==> config.mk <==
export PLATFORM = sky130hd
export DESIGN_NAME = uart_tx_io
export DESIGN_NICKNAME = d
export VERILOG_FILES = /design/src/rtl/uart_tx_io_pkg.sv /design/src/rtl/uart_tx_fifo.sv /design/src/rtl/uart_tx_io.sv
export SDC_FILE = /design/constraint.sdc
export NUM_CORES = 1
export LEC_CHECK = 0
export BUFFER_PORTS_ARGS = -buffer_cell sky130_fd_sc_hd__buf_4
export CORE_MARGIN = 3
export CORE_UTILIZATION = 35
export CTS_CLUSTER_DIAMETER = 80
export DETAILED_ROUTE_END_ITERATION = 12
export REMOVE_ABC_BUFFERS = 1
export SYNTH_ARGS = -nofsm -noshare
export SYNTH_HDL_FRONTEND = slang
export SYNTH_SLANG_ARGS = --single-unit
export TNS_END_PERCENT = 5
==> constraint.sdc <==
create_clock -name clock -period 3.3 [get_ports clock]
set_input_delay 0.66 -clock clock [delete_from_list [all_inputs] [get_ports clock]]
set_output_delay 0.66 -clock clock [all_outputs]
set_load 0.1 [all_outputs]
==> src/rtl/uart_tx_io_pkg.sv <==
// Shared definitions for the uart_tx_io peripheral: register map, STATUS layout,
// transmitter FSM encoding and default line timing.
package uart_tx_io_pkg;

  localparam int DEFAULT_CLK_FREQ_HZ = 23_000_000;
  localparam int DEFAULT_BAUD        = 115_200;

  // Register offsets selected by ALU_result[3:2]
  localparam logic [1:0] ADDR_TXDATA = 2'd0;
  localparam logic [1:0] ADDR_STATUS = 2'd1;
  localparam logic [1:0] ADDR_CTRL   = 2'd2;

  // STATUS word layout
  localparam int STAT_FULL      = 0;
  localparam int STAT_EMPTY     = 1;
  localparam int STAT_OVERRUN   = 2;
  localparam int STAT_COUNT_LSB = 3;
  localparam int STAT_COUNT_W   = 5;

  typedef enum logic [1:0] {
    ST_IDLE  = 2'd0,
    ST_START = 2'd1,
    ST_DATA  = 2'd2,
    ST_STOP  = 2'd3
  } tx_state_e;

  // Clock cycles per bit, rounded to nearest
  function automatic int calc_div(input int clk_hz, input int baud);
    return (clk_hz + baud / 2) / baud;
  endfunction

endpackage

==> src/rtl/uart_tx_fifo.sv <==
// Synchronous byte FIFO feeding the transmitter. Pushes while full and pops while
// empty are ignored; the caller decides what those mean.
module uart_tx_fifo #(
  parameter  int DEPTH = 16,
  localparam int AW    = $clog2(DEPTH),
  localparam int CW    = AW + 1
) (
  input  logic          clock,
  input  logic          reset,
  input  logic          push,
  input  logic          pop,
  input  logic [7:0]    din,
  output logic [7:0]    head,
  output logic          full,
  output logic          empty,
  output logic [CW-1:0] count
);

  logic [7:0]    mem [DEPTH];
  logic [AW-1:0] wr_ptr;
  logic [AW-1:0] rd_ptr;
  logic          wr_en;
  logic          rd_en;

  assign full  = (count == CW'(DEPTH));
  assign empty = (count == '0);
  assign wr_en = push && !full;
  assign rd_en = pop && !empty;
  assign head  = mem[rd_ptr];

  // NOTE: sequential state uses non-blocking (<=) so every flop samples pre-edge values.
  always_ff @(posedge clock or negedge reset) begin
    if (!reset) begin
      wr_ptr <= '0;
      rd_ptr <= '0;
      count  <= '0;
    end else begin
      if (wr_en) wr_ptr <= wr_ptr + 1'b1;
      if (rd_en) rd_ptr <= rd_ptr + 1'b1;
      case ({wr_en, rd_en})
        2'b10:   count <= count + 1'b1;
        2'b01:   count <= count - 1'b1;
        default: count <= count;
      endcase
    end
  end

  // NOTE: storage has no reset; the pointers and count alone define which entries are valid.
  always_ff @(posedge clock) begin
    if (wr_en) mem[wr_ptr] <= din;
  end

endmodule

==> src/rtl/uart_tx_io.sv <==
// Memory-mapped 8N1 UART transmitter: CPU pushes bytes into a FIFO through IOWrite
// and polls a STATUS word through IORead.
module uart_tx_io
  import uart_tx_io_pkg::*;
#(
  parameter int CLK_FREQ_HZ = DEFAULT_CLK_FREQ_HZ,
  parameter int BAUD        = DEFAULT_BAUD,
  parameter int FIFO_DEPTH  = 16
) (
  input  logic        clock,
  input  logic        reset,
  input  logic        uart_cs,
  input  logic        io_write,
  input  logic        io_read,
  input  logic [1:0]  io_addr,
  input  logic [31:0] write_data,
  output logic [15:0] read_data,
  output logic        tx,
  output logic        tx_busy
);

  localparam int DIV = calc_div(CLK_FREQ_HZ, BAUD);
  localparam int BW  = $clog2(DIV);
  localparam int CW  = $clog2(FIFO_DEPTH) + 1;

  tx_state_e     state;
  logic [BW-1:0] baud_cnt;
  logic [2:0]    bit_idx;
  logic [7:0]    shift;
  logic          overrun;

  logic          push_req;
  logic          clear_req;
  logic          fifo_pop;
  logic          bit_end;
  logic [7:0]    head;
  logic          full;
  logic          empty;
  logic [CW-1:0] count;
  logic          unused_write_bits;

  assign push_req  = uart_cs && io_write && (io_addr == ADDR_TXDATA);
  assign clear_req = uart_cs && io_write && (io_addr == ADDR_CTRL) && write_data[0];
  assign bit_end   = (baud_cnt == BW'(DIV - 1));
  // The next frame is pulled either straight from idle or on the final stop-bit cycle.
  assign fifo_pop  = !empty && ((state == ST_IDLE) || ((state == ST_STOP) && bit_end));
  assign tx_busy   = (state != ST_IDLE) || !empty;

  assign unused_write_bits = ^write_data[31:8];

  uart_tx_fifo #(
    .DEPTH (FIFO_DEPTH)
  ) u_fifo (
    .clock (clock),
    .reset (reset),
    .push  (push_req),
    .pop   (fifo_pop),
    .din   (write_data[7:0]),
    .head  (head),
    .full  (full),
    .empty (empty),
    .count (count)
  );

  always_ff @(posedge clock or negedge reset) begin
    if (!reset) begin
      state    <= ST_IDLE;
      tx       <= 1'b1;
      baud_cnt <= '0;
      bit_idx  <= '0;
      shift    <= '0;
    end else begin
      case (state)
        ST_IDLE: begin
          if (!empty) begin
            shift    <= head;
            tx       <= 1'b0;
            baud_cnt <= '0;
            state    <= ST_START;
          end
        end
        ST_START: begin
          if (bit_end) begin
            baud_cnt <= '0;
            tx       <= shift[0];
            shift    <= {1'b0, shift[7:1]};
            bit_idx  <= '0;
            state    <= ST_DATA;
          end else begin
            baud_cnt <= baud_cnt + 1'b1;
          end
        end
        ST_DATA: begin
          if (bit_end) begin
            baud_cnt <= '0;
            if (bit_idx == 3'd7) begin
              tx    <= 1'b1;
              state <= ST_STOP;
            end else begin
              tx      <= shift[0];
              shift   <= {1'b0, shift[7:1]};
              bit_idx <= bit_idx + 1'b1;
            end
          end else begin
            baud_cnt <= baud_cnt + 1'b1;
          end
        end
        ST_STOP: begin
          if (bit_end) begin
            baud_cnt <= '0;
            if (!empty) begin
              shift <= head;
              tx    <= 1'b0;
              state <= ST_START;
            end else begin
              state <= ST_IDLE;
            end
          end else begin
            baud_cnt <= baud_cnt + 1'b1;
          end
        end
        default: state <= ST_IDLE;
      endcase
    end
  end

  // A dropped push outranks a same-edge clear so the loss is never hidden.
  always_ff @(posedge clock or negedge reset) begin
    if (!reset) begin
      overrun <= 1'b0;
    end else if (push_req && full) begin
      overrun <= 1'b1;
    end else if (clear_req) begin
      overrun <= 1'b0;
    end
  end

  // NOTE: read_data gets a default first so this combinational block cannot infer a latch.
  always_comb begin
    read_data = '0;
    if (uart_cs && io_read && (io_addr == ADDR_STATUS)) begin
      read_data[STAT_FULL]    = full;
      read_data[STAT_EMPTY]   = empty;
      read_data[STAT_OVERRUN] = overrun;
      read_data[STAT_COUNT_LSB +: STAT_COUNT_W] = STAT_COUNT_W'(count);
    end
  end

endmodule

==> insert_results.sql <==
INSERT INTO impl_metrics (metric_group, metric, value, unit) VALUES
('status', 'outcome', 'completed', ''),
('floorplanning', 'effective_utilization_at_floorplan', '35.9', '%'),
('synthesis', 'synth.cell_area', '0.00704', 'mm²'),
('grt', 'global_route.overflow_total', '0', ''),
('power_and_ir_drop', 'finalPower', '6.70', 'mW'),
('cts', 'cts_inserted_buffers', '17', ''),
('detailed_routing', 'vias_per_cell', '5.02', ''),
('synthesis', 'syn-instance-count', '459', ''),
('synthesis', 'synth_ff_type', 'sky130_fd_sc_hd__edfxtp_1', ''),
('cts', 'cts_clk_pin_slew_worst_paths', '70', 'ps'),
('timing', 'slew_violations', '0', ''),
('cts', 'worst_skew_pair.late_latency', '430', 'ps'),
('grt', 'maximum_number_of_pins_on_one_net_before_global_route_repair', '37', ''),
('synthesis', 'synthDominantCellAreaShare', '54.6', '%'),
('critical_path', 'worst_path_max_delay_cell', 'sky130_fd_sc_hd__fa_1', ''),
('critical_path', 'crit-reg2reg-capture', 'u_fifo.count[4]$_DFFE_PN0P_', ''),
('cts', 'cts_hold_repair.buffers', '0', ''),
('synthesis', 'synth_compound_gate_area_share', '6.51', '%'),
('final_layout', 'flow.area_growth_from_synthesis', '16.7', '%'),
('placement', 'dp_worst_setup_slack', '458', 'ps'),
('power_and_ir_drop', 'pwr_density_cell', '815', 'mW/mm²'),
('critical_path', 'critPathTopFamily', 'adder cells', ''),
('final_layout', 'design.final.nets', '561', ''),
('critical_path', 'cp_max_fo', '5', ''),
('timing', 'fin_skew', '14.1', 'ps'),
('flow_run', 'drv.max_cap_violation_count', '0', ''),
('critical_path', 'endpoint_kind', 'flip-flop', ''),
('critical_path', 'timing.critical_path.slowest_cell_delay', '440', 'ps'),
('power_and_ir_drop', 'leakagePower', '3.06', 'nW'),
('critical_path', 'required', '3610', 'ps'),
('critical_path', 'r2r_cells', '12', ''),
('synthesis', 'synth_area_leaders', 'sky130_fd_sc_hd__edfxtp_1, sky130_fd_sc_hd__dfrtp_1, sky130_fd_sc_hd__mux4_2', ''),
('timing', 'hold_violations', '0', ''),
('synthesis', 'synth.yosys.warnings', '0', ''),
('timing', 'timing.final.setup_violations', '0', ''),
('synthesis', 'synthDominantAreaCellType', 'sky130_fd_sc_hd__edfxtp_1', ''),
('detailed_routing', 'postRouteWirelength', '14.1', 'mm'),
('synthesis', 'synth_simple_gate_area_share', '7.23', '%'),
('timing', 'rsz_0062_raised_after_global_routing', 'no', ''),
('critical_path', 'r2r_slack', '430', 'ps'),
('placement', 'hpwl', '9.09', 'mm'),
('final_layout', 'total_inserted_antenna_cells', '0', ''),
('grt', 'track_usage', '13.5', '%'),
('timing', 'maxSlewHeadroom', '50.1', '%'),
('floorplanning', 'die-area', '0.0218', 'mm²'),
('worst_hold_path', 'worstHoldPathType', 'input port to async pin', ''),
('cts', 'ctsLongestPathBuffers', '2', ''),
('timing', 'max_freq', '349', 'MHz'),
('cts', 'cts_root_buffer', 'sky130_fd_sc_hd__clkbuf_16', ''),
('synthesis', 'synth_edf_count', '128', ''),
('power_and_ir_drop', 'vdd_drop_max', '0.402', 'mV'),
('placement', 'place.port_buffers', '24', ''),
('floorplanning', 'ios', '57', ''),
('critical_path', 'critPathArrivalTime', '3180', 'ps'),
('timing', 'tns', '0', 'ps'),
('grt', 'vias_in_the_first_global_route', '4161', ''),
('timing', 'fin_ws', '435', 'ps'),
('final_layout', 'fillers', '1764', ''),
('synthesis', 'largest_family_of_logic_cells_by_synthesized_area', 'multiplexers', ''),
('synthesis', 'synthArstFlopShare', '22.0', '%'),
('floorplanning', 'fp.dieW', '148', 'µm'),
('synthesis', 'synth.cells.most_frequent', 'sky130_fd_sc_hd__edfxtp_1, sky130_fd_sc_hd__dfrtp_1, sky130_fd_sc_hd__mux2i_1', ''),
('cts', 'tritoncts', 'built', ''),
('synthesis', 'ys_seq_area_share', '67.4', '%'),
('detailed_routing', 'drtPass1Iterations', '4', ''),
('cts', 'postCtsSetupRepairBufs', '0', ''),
('floorplanning', 'fp.coreArea', '0.0196', 'mm²'),
('critical_path', 'crit_type', 'flip-flop to flip-flop', ''),
('synthesis', 'post_synth_mux_area_share', '10.8', '%'),
('floorplanning', 'die_y', '148', 'µm'),
('detailed_routing', 'drtAntennaViolNets', '0', '');
-- per-layer routing --
metal / GRT usage [%] / wire, µm / vias to the layer above
met2: 23.4 / 7450 / 74
met1: 16.4 / 5910 / 1996
met5: 0 / 0 / -
met4: 4.85 / 252 / 0
met3: 3.19 / 508 / 19
li1: - / - / 1833
-- state kept, by name, summed over array words and instances, names as in the netlist --
register and cells:
baud_cnt 8, state 2, u_fifo.mem 128, shift 8
tx 1, u_fifo.rd_ptr 4, u_fifo.wr_ptr 4, u_fifo.count 5
bit_idx 3, overrun 1
-- placed cells by master, fill, tap and decap left out, types with 12 or more instances in the layout --
cell / n
sky130_fd_sc_hd__dfrtp_1: 35
sky130_fd_sc_hd__a21oi_1: 13
sky130_fd_sc_hd__o21ai_0: 12
sky130_fd_sc_hd__a22oi_1: 14
sky130_fd_sc_hd__clkbuf_16: 17
sky130_fd_sc_hd__mux4_2: 15
sky130_fd_sc_hd__buf_4: 46
sky130_fd_sc_hd__mux2i_1: 28
sky130_fd_sc_hd__nor2_1: 27
sky130_fd_sc_hd__ha_1: 17
sky130_fd_sc_hd__edfxtp_1: 128
sky130_fd_sc_hd__nand2_1: 27
-- where the power goes --
group	switching [mW]	total, mW	internal [mW]
Clock	0.900	1.99	1.09
Sequential	0.254	2.67	2.42
Combinational	1.13	2.03	0.907
Total	2.28	6.70	4.42
-- worst max-delay path by stage --
stage	start	end	depth (start not counted)
after CTS	baud_cnt[0]$_DFFE_PN0N_	u_fifo.count[4]$_DFFE_PN0P_	12
final	baud_cnt[0]$_DFFE_PN0N_	u_fifo.count[4]$_DFFE_PN0P_	12
after detailed placement	baud_cnt[0]$_DFFE_PN0N_	u_fifo.count[4]$_DFFE_PN0P_	12
after global routing	baud_cnt[0]$_DFFE_PN0N_	u_fifo.count[4]$_DFFE_PN0P_	12
after floorplan	io_addr[0]	u_fifo.count[4]$_DFFE_PN0P_	10
after global placement	baud_cnt[0]$_DFFE_PN0N_	u_fifo.count[4]$_DFFE_PN0P_	12
-- kinds of logic after synthesis --
kind of cell | after synthesis
adders and majority gates | 18
muxes | 50
other | 1
AOI/OAI and AO/OA | 71
buffers and inverters | 39
and+or+nand+nor | 101
DFF | 164
xor gates and xnor gates | 15
-- cell type report --
class / count / area [µm²] / share of cell area (%)
Timing Repair Buffer: 47 / 365 / 4.45
Clock buffer: 17 / 425 / 5.18
Clock inverter: 15 / 186 / 2.27
Sequential cell: 164 / 4750 / 57.8
Inverter: 11 / 41.3 / 0.503
Tap cell: 265 / 332 / 4.04
Multi-Input combinational cell: 263 / 2120 / 25.8
-- worst register-to-register path: stages, from the launching register on --
cell	delay (ps)
sky130_fd_sc_hd__dfrtp_1	410
sky130_fd_sc_hd__ha_1	260
sky130_fd_sc_hd__and4b_1	210
sky130_fd_sc_hd__a31oi_1	200
sky130_fd_sc_hd__a21oi_1	70
sky130_fd_sc_hd__buf_4	160
sky130_fd_sc_hd__ha_1	280
sky130_fd_sc_hd__fa_1	440
sky130_fd_sc_hd__a21o_1	200
sky130_fd_sc_hd__a21oi_1	180
sky130_fd_sc_hd__xor2_1	160
sky130_fd_sc_hd__nor2_1	60
sky130_fd_sc_hd__xor2_1	140
-- stage by stage --
stage,hold WS [ps],utilization [%],instances,instance area (µm²)
floorplan,364,-,438,6910
global placement,470,38.8,750,7600
detailed placement,472,38.8,750,7600
CTS,200,41.9,782,8210
global route,215,41.9,782,8210
finish,196,41.9,782,8210
Note: power is estimated with default switching activity, not from simulation.
